$ cat src/rtl/fft_o_switch.sv
// Write-back switch between the FFT butterfly outputs and the two data RAM banks.
// Define FFT_O_SCALE_EN to halve every written re/im half (round half-up, saturating).
module fft_o_switch #(
    parameter int ADDR_WIDTH = 18,
    parameter int DATA_WIDTH = 18
) (
    input  logic                  clk,
    input  logic                  rst_n,
    input  logic                  first_lev_s,
    input  logic                  butterfly_vld,
    input  logic [DATA_WIDTH-1:0] butterfly_aout,
    input  logic [DATA_WIDTH-1:0] butterfly_bout,
    input  logic [ADDR_WIDTH-1:0] addr_index,
    output logic                  wa_en,
    output logic [ADDR_WIDTH-1:0] wa_addr,
    output logic [DATA_WIDTH-1:0] wa_data,
    output logic                  wb_en,
    output logic [ADDR_WIDTH-1:0] wb_addr,
    output logic [DATA_WIDTH-1:0] wb_data,
    output logic                  odd_flush,
    output logic                  level_done,
    output logic                  busy
);

    localparam int HW = DATA_WIDTH / 2;

    typedef enum logic [1:0] {
        IDLE,
        HOLD,
        DRAIN
    } state_t;

    state_t state, state_next;

    logic [DATA_WIDTH-1:0] a0, b0, b1, qa, qb;
    logic [ADDR_WIDTH-1:0] idx0, idx1, qidx;
    logic                  q_vld, q_vld_next;

    logic                  wr_en_next;
    logic                  flush_next;
    logic [ADDR_WIDTH-1:0] wr_addr_next;
    logic [DATA_WIDTH-1:0] wr_a_next, wr_b_next;
    logic [DATA_WIDTH-1:0] wa_word, wb_word;
    logic                  cap0, cap1, q_load;

    always_ff @(posedge clk or negedge rst_n) begin
        if (!rst_n) begin
            state <= IDLE;
        end else begin
            state <= state_next;
        end
    end

    // A direct-mode butterfly that collides with a pending paired write is parked
    // in the q* slot; it can only be occupied while the FSM sits in IDLE.
    always_comb begin
        state_next   = state;
        q_vld_next   = q_vld;
        wr_en_next   = 1'b0;
        flush_next   = 1'b0;
        wr_addr_next = idx0;
        wr_a_next    = a0;
        wr_b_next    = b0;
        cap0         = 1'b0;
        cap1         = 1'b0;
        q_load       = 1'b0;
        unique case (state)
            IDLE: begin
                if (q_vld) begin
                    wr_en_next   = 1'b1;
                    wr_addr_next = qidx;
                    wr_a_next    = qa;
                    wr_b_next    = qb;
                    q_vld_next   = 1'b0;
                end
                if (butterfly_vld) begin
                    if (!first_lev_s) begin
                        cap0       = 1'b1;
                        state_next = HOLD;
                    end else if (q_vld) begin
                        q_load     = 1'b1;
                        q_vld_next = 1'b1;
                    end else begin
                        wr_en_next   = 1'b1;
                        wr_addr_next = addr_index;
                        wr_a_next    = butterfly_aout;
                        wr_b_next    = butterfly_bout;
                    end
                end
            end
            HOLD: begin
                wr_en_next = 1'b1;
                if (butterfly_vld && !first_lev_s) begin
                    wr_b_next  = butterfly_aout;
                    cap1       = 1'b1;
                    state_next = DRAIN;
                end else begin
                    flush_next = 1'b1;
                    state_next = IDLE;
                    if (butterfly_vld) begin
                        q_load     = 1'b1;
                        q_vld_next = 1'b1;
                    end
                end
            end
            DRAIN: begin
                wr_en_next   = 1'b1;
                wr_addr_next = idx1;
                wr_a_next    = b0;
                wr_b_next    = b1;
                if (butterfly_vld && !first_lev_s) begin
                    cap0       = 1'b1;
                    state_next = HOLD;
                end else begin
                    state_next = IDLE;
                    if (butterfly_vld) begin
                        q_load     = 1'b1;
                        q_vld_next = 1'b1;
                    end
                end
            end
            default: begin
                state_next = IDLE;
            end
        endcase
    end

    always_ff @(posedge clk or negedge rst_n) begin
        if (!rst_n) begin
            a0    <= '0;
            b0    <= '0;
            idx0  <= '0;
            b1    <= '0;
            idx1  <= '0;
            qa    <= '0;
            qb    <= '0;
            qidx  <= '0;
            q_vld <= 1'b0;
        end else begin
            q_vld <= q_vld_next;
            if (cap0) begin
                a0   <= butterfly_aout;
                b0   <= butterfly_bout;
                idx0 <= addr_index;
            end
            if (cap1) begin
                b1   <= butterfly_bout;
                idx1 <= addr_index;
            end
            if (q_load) begin
                qa   <= butterfly_aout;
                qb   <= butterfly_bout;
                qidx <= addr_index;
            end
        end
    end

`ifdef FFT_O_SCALE_EN
    function automatic logic [HW-1:0] scale_half(input logic [HW-1:0] h);
        logic signed [HW:0] sum;
        sum = $signed({h[HW-1], h}) + $signed((HW+1)'(1));
        sum = sum >>> 1;
        if (sum[HW] != sum[HW-1]) begin
            return sum[HW] ? {1'b1, {(HW-1){1'b0}}} : {1'b0, {(HW-1){1'b1}}};
        end
        return sum[HW-1:0];
    endfunction

    assign wa_word = {scale_half(wr_a_next[DATA_WIDTH-1:HW]), scale_half(wr_a_next[HW-1:0])};
    assign wb_word = {scale_half(wr_b_next[DATA_WIDTH-1:HW]), scale_half(wr_b_next[HW-1:0])};
`else
    assign wa_word = wr_a_next;
    assign wb_word = wr_b_next;
`endif

    // Output register stage; both banks always share one address.
    always_ff @(posedge clk or negedge rst_n) begin
        if (!rst_n) begin
            wa_en      <= 1'b0;
            wb_en      <= 1'b0;
            wa_addr    <= '0;
            wb_addr    <= '0;
            wa_data    <= '0;
            wb_data    <= '0;
            odd_flush  <= 1'b0;
            level_done <= 1'b0;
            busy       <= 1'b0;
        end else begin
            wa_en      <= wr_en_next;
            wb_en      <= wr_en_next;
            wa_addr    <= wr_en_next ? wr_addr_next : '0;
            wb_addr    <= wr_en_next ? wr_addr_next : '0;
            wa_data    <= wr_en_next ? wa_word : '0;
            wb_data    <= wr_en_next ? wb_word : '0;
            odd_flush  <= flush_next;
            level_done <= wa_en && (state == IDLE) && !q_vld && !butterfly_vld;
            busy       <= (state_next != IDLE) || wr_en_next || q_vld_next;
        end
    end

endmodule
$ cat config.mk
export PLATFORM = sky130hd
export DESIGN_NAME = fft_o_switch
export DESIGN_NICKNAME = d
export VERILOG_FILES = /design/src/rtl/fft_o_switch.sv
export SDC_FILE = /design/constraint.sdc
export NUM_CORES = 1
export LEC_CHECK = 0
export BUFFER_PORTS_ARGS = -buffer_cell sky130_fd_sc_hd__buf_2
export CAP_MARGIN = 20
export CORE_ASPECT_RATIO = 0.9
export CORE_UTILIZATION = 57
export DETAILED_ROUTE_END_ITERATION = 6
export GPL_TIMING_DRIVEN = 0
export PLACE_DENSITY = 0.78
export SKIP_CTS_REPAIR_TIMING = 1
export SLEW_MARGIN = 20
export SYNTH_ARGS = -nofsm -noshare
export SYNTH_HDL_FRONTEND = slang
export SYNTH_SLANG_ARGS = --single-unit
$ cat constraint.sdc
create_clock -name clk -period 2.2 [get_ports clk]
set_clock_uncertainty 0.05 [all_clocks]
set_input_delay 0.22 -clock clk [delete_from_list [all_inputs] [get_ports clk]]
set_output_delay 0.22 -clock clk [all_outputs]
set_load 0.005 [all_outputs]
# Word-level counts from Yosys, hierarchy flattened
# Cells that the tools add are included.
[word_totals]
word_cells = 75
out_inout_bits = 77
ff_bits = 205
[classes]
n_eq_ne = 2
n_mux = 44
n_reduce_logical = 12
[op_table]
columns = ["op", "n"]
rows = [
  ["$mux 18", 16],
  ["$pmux 18 s2", 2],
  ["$pmux 18 s3", 1],
  ["$mux 1", 17],
  ["$pmux 1 s2", 4],
  ["$mux 2", 3],
  ["$pmux 2 s3", 1],
  ["$logic_and 1x1->1", 4],
  ["$logic_not 1->1", 3],
  ["$eq 2x1->1 const B", 1],
  ["$eq 2x2->1 const B", 1],
  ["$logic_not 2->1", 1],
  ["$logic_or 1x1->1", 2],
  ["$reduce_bool 2->1", 1],
  ["$reduce_or 2->1", 1],
]

# Logic depth before layout (Yosys ltp)
[logic_depth]
word_depth = 7
depth_mapped = 8

# Worst setup path before layout
# Ideal clock, no wire load.
[synth_timing]
path_kind = "register to register"
startpoint = "register state[0]"
endpoint = "register qa[1]"
synth_period_minus_slack_ps = 1914
required_ps = 2025
n_path_buf = 1
t_arrival_ps = 1740
setup_ps = 125
path_stages_with_launch = 8
setup_slack_ps = 286
path_cell_list = "dfrtp_1 inv_1 ha_1 and2_1 nor2_1 nor3_4 buf_6 mux2_2"
[synth_between]
elab_chain_len = 3
elab_cells_between_ends = 5
cone_classes = "eq/ne (2); mux (1); reduce/logical (2)"
[synth_rtl]
columns = ["element", "line_no", "text"]
rows = [
  ["start: declaration", "33", "state_t state, state_next;"],
  ["start signal: assignment", "50", "state <= state_next;"],
  ["$eq 2x2->1 / $eq 2x1->1 (equally long branches)", "67", "unique case (state)"],
  ["$reduce_or 2->1 (no line)", "n/a", ""],
  ["$pmux 1 s2 *", "67", ""],
  ["end signal: assignment", "151", "qa <= butterfly_aout;"],
  ["end: declaration", "35", "logic [DATA_WIDTH-1:0] a0, b0, b1, qa, qb;"],
]
# Mark *: on every way between the ends. The rest lies on a longest branch, timed or not.
# A chain may end at the register's enable or synchronous reset.

# Worst setup path in the final report
[layout_timing]
startpoint = "register state[0]"
endpoint = "register qb[11]"
[layout_between]
elab_chain_len = 3
elab_cells_between_ends = 5
cone_classes = "eq/ne (2); mux (1); reduce/logical (2)"
[layout_rtl]
columns = ["element", "line_no", "text"]
rows = [
  ["$eq 2x2->1 / $eq 2x1->1 (equally long branches)", "67", ""],
  ["$reduce_or 2->1 (no line)", "n/a", ""],
  ["$pmux 1 s2 *", "67", ""],
  ["end signal: assignment", "152", "qb <= butterfly_bout;"],
  ["end: declaration", "35", ""],
]
# Marks and branches as above.

==> results_dict.tcl <==
set metrics [dict create \
    path_class "flip-flop to flip-flop" \
    synth_fp_nets 843 \
    dieHeight_um 122.6 \
    cts_buffers 21 \
    core_area_mm2 0.01560 \
    yosysUniqueCellTypes 30 \
    run_status "finished clean" \
    overflow 0 \
    hp-class "input pin to flip-flop" \
    finalHoldViolations 0 \
    dp.cells 1119 \
    comb_power_share 0.400 \
    track_usage 0.2878 \
    whs_ns 0.02244 \
    first_global_vias 6803 \
    power_w 0.01657 \
    seqPwrFrac 0.396 \
    swShare 0.3583 \
    gp_congestion 0.8191 \
    hpwl_um 14710 \
    tns_ns 0 \
    switchingPower_w 0.005939 \
    fin_crit_sh 0.9522 \
    grt_pass1_wl_um 36740 \
    die_w_um 136.0 \
    maxSlewViolCount 0 \
    fmax_mhz 477.4 \
    power_frac_clock 0.204 \
    drc 0 \
    synth.area.mux_share 0.1870 \
    drtIter0Drc 734 \
    setup_slack_ns 0.1053 \
    syn_area_mm2 0.009215 \
    rsz0062_at_grt "no" \
    synth-compound-area-share 0.1122 \
    ios 135 \
    vias 7194 \
    max_slew.worst_pin.slew_ns 0.6618 \
    place_ws_ns -0.1210 \
    setup_violations 0 \
    cts_buffer_depth 3 \
    drive_gt1_frac 0.3842 \
    first_pass_iters 6 \
    synth_edf_count 0 \
    start_util 0.5906 \
    required_ns 2.54 \
    syn2layout_area_growth_pct 24.49 \
    avgSynthCellArea_um2 11.80 \
    netlist_instances 781 \
    fp.dieArea_mm2 0.01668 \
    yosysWarnings 0 \
    ir_worst_vdd_v 0.0007904 \
    antenna_cells 0 \
    cp-end-kind "flip-flop" \
    synth_top_area_frac 0.5567 \
    synthTopCellsByCount "205 x dfrtp_1, 165 x nand2_1, 146 x mux2_2, 40 x a21oi_1, 36 x a222oi_1" \
    cts_tree "done" \
    cp-start-kind "flip-flop" \
    wl_per_cell_um 19.87 \
    slew_headroom 0.5588 \
    portBuffers 134 \
    ctsRootBufferMaster "clkbuf_16" \
    drv_cap 0 \
    nFillCells 1084 \
    synth-seq-cells 205 \
    drt_wl_total_um 24080 \
    post-route-min-period_ns 2.095 \
    ys_seq_area_frac 0.5567 \
    nets 1059 \
    worstPathMaxFanout 10 \
    cts.sink_count 205 \
    cellPowerDensity_mw_per_mm2 1445 \
    leakage_nw 5.384 \
    intPower_w 0.01063 \
    synth-xor-area-share 0 \
    synth-adder-area-share 0.005431 \
    synth.largest_area_cell "dfrtp_1" \
    via_per_inst 5.936 \
    grt_start_max_net_pins 103 \
    yosys.area_share.simple 0.09002 \
    yosys-top-cells-area "dfrtp_1 56%, mux2_2 18%, nand2_1 6.7%" \
    clk_pin_slew_ns 0.06 \
    cp.arrival_ns 2.43 \
    synth_ff_type "dfrtp_1" \
    final_cells 1212 \
    rows 43 \
    antenna_found_initial 0 \
    postRouteAntennaNets 0 \
    synth_top_family_by_area "multiplexers" \
    clock_latency_ns 0.51 \
    htreeDepth 1 \
    async_flop_share 1.000 \
    synth.most_common_cell "dfrtp_1" \
]
[flip-flops by register name (all words and copies together) (netlist names)]
| register | count |
|---|---|
| b0 | 18 |
| level_done | 1 |
| wa_data | 18 |
| b1 | 18 |
| busy | 1 |
| qb | 18 |
| wb_addr | 18 |
| idx0 | 18 |
| qa | 18 |
| q_vld | 1 |
| wb_en | 1 |
| odd_flush | 1 |
| idx1 | 18 |
| wb_data | 18 |
| state | 2 |
| qidx | 18 |
| a0 | 18 |
[metal layers]
metal  vias up  global-route usage  routed length, um
met1      3611              0.4092              10340
li1       3227                   -                  -
met2       308              0.4546              11600
met3        48             0.04420               1564
met5         -                   0                  0
met4         0             0.09583                584
[logic make-up (layout without fill, tap and decap cells)]
kind of cell | count (synthesis) | count (layout)
compound gates | 143 | 143
fa+ha+maj | 4 | 4
buf+inv | 79 | 308
flops | 205 | 205
mux | 153 | 153
simple gates | 197 | 197
[path summary, 6_finish.rpt]
kind	endpoint	slack, ns	cells past startpoint	startpoint
max	qb[11]$_DFFE_PN0P_	0.11	8	state[0]$_DFF_PN0_
min	level_done$_DFF_PN0_	0.02	2	butterfly_vld
max reg2reg	qb[11]$_DFFE_PN0P_	0.11	8	state[0]$_DFF_PN0_
min reg2reg	b1[15]$_DFFE_PN0N_	0.43	2	b1[15]$_DFFE_PN0N_
max in group asynchronous	a0[9]$_DFFE_PN0P_	1.13	3	rst_n
min in group asynchronous	wb_addr[8]$_DFF_PN0_	0.16	2	rst_n
[worst max-delay path: stages, from the launching register on]
cell,delay [ns]
dfrtp_1,0.41
inv_1,0.09
ha_2,0.26
and2_1,0.18
nor2_1,0.07
nor3_4,0.20
buf_12,0.16
buf_6,0.19
mux2_2,0.36
[layout make-up]
class,instances,area [um2],area share
buffer,75,467.9,0.04079
clock buffer,31,613.1,0.05344
clock inverter,5,31.28,0.002727
inverter,4,15.01,0.001309
multi-input combinational,497,3649,0.3180
sequential,205,5130,0.4472
tap,202,252.7,0.02203
timing repair buffer,193,1314,0.1145
[power by group through the flow]
stage | combinational [W] | sequential [W] | clock [W]
after CTS | 0.00639 | 0.00652 | 0.00340
after global placement | 0.00615 | 0.00649 | 0
after global routing | 0.00719 | 0.00676 | 0.00353
after floorplan | 0.00436 | 0.00634 | 0
final | 0.00663 | 0.00657 | 0.00338
after detailed placement | 0.00632 | 0.00655 | 0
[per-stage QoR]
step	area, um2	util
after global placement	10140	0.6498
after CTS	10850	0.6953
after global routing	11470	0.7353
after detailed placement	10200	0.6540
final	11470	0.7353
after floorplan	9215	-
[cells in the final DEF, fill, tap and decap left out, types with 5 or more instances in the layout]
cell type      synthesis  final
o21ai_0               12     12
mux2_2               146    146
a31oi_1               18     18
mux2_1                 7      7
buf_2                 26    156
clkbuf_2               0     12
nand2_1              165    165
o311a_1                9      9
a22oi_1               18     18
buf_6                  6      6
nand2b_1              19     19
clkbuf_4               0      6
clkbuf_16              0     21
o211ai_1               9      9
buf_4                 20     21
dlygate4sd3_1          0     55
a21oi_1               40     40
a222oi_1              36     36
clkbuf_8               0      5
clkbuf_1              20     13
dfrtp_1              205    205
Power figures use the tool's default switching activity.
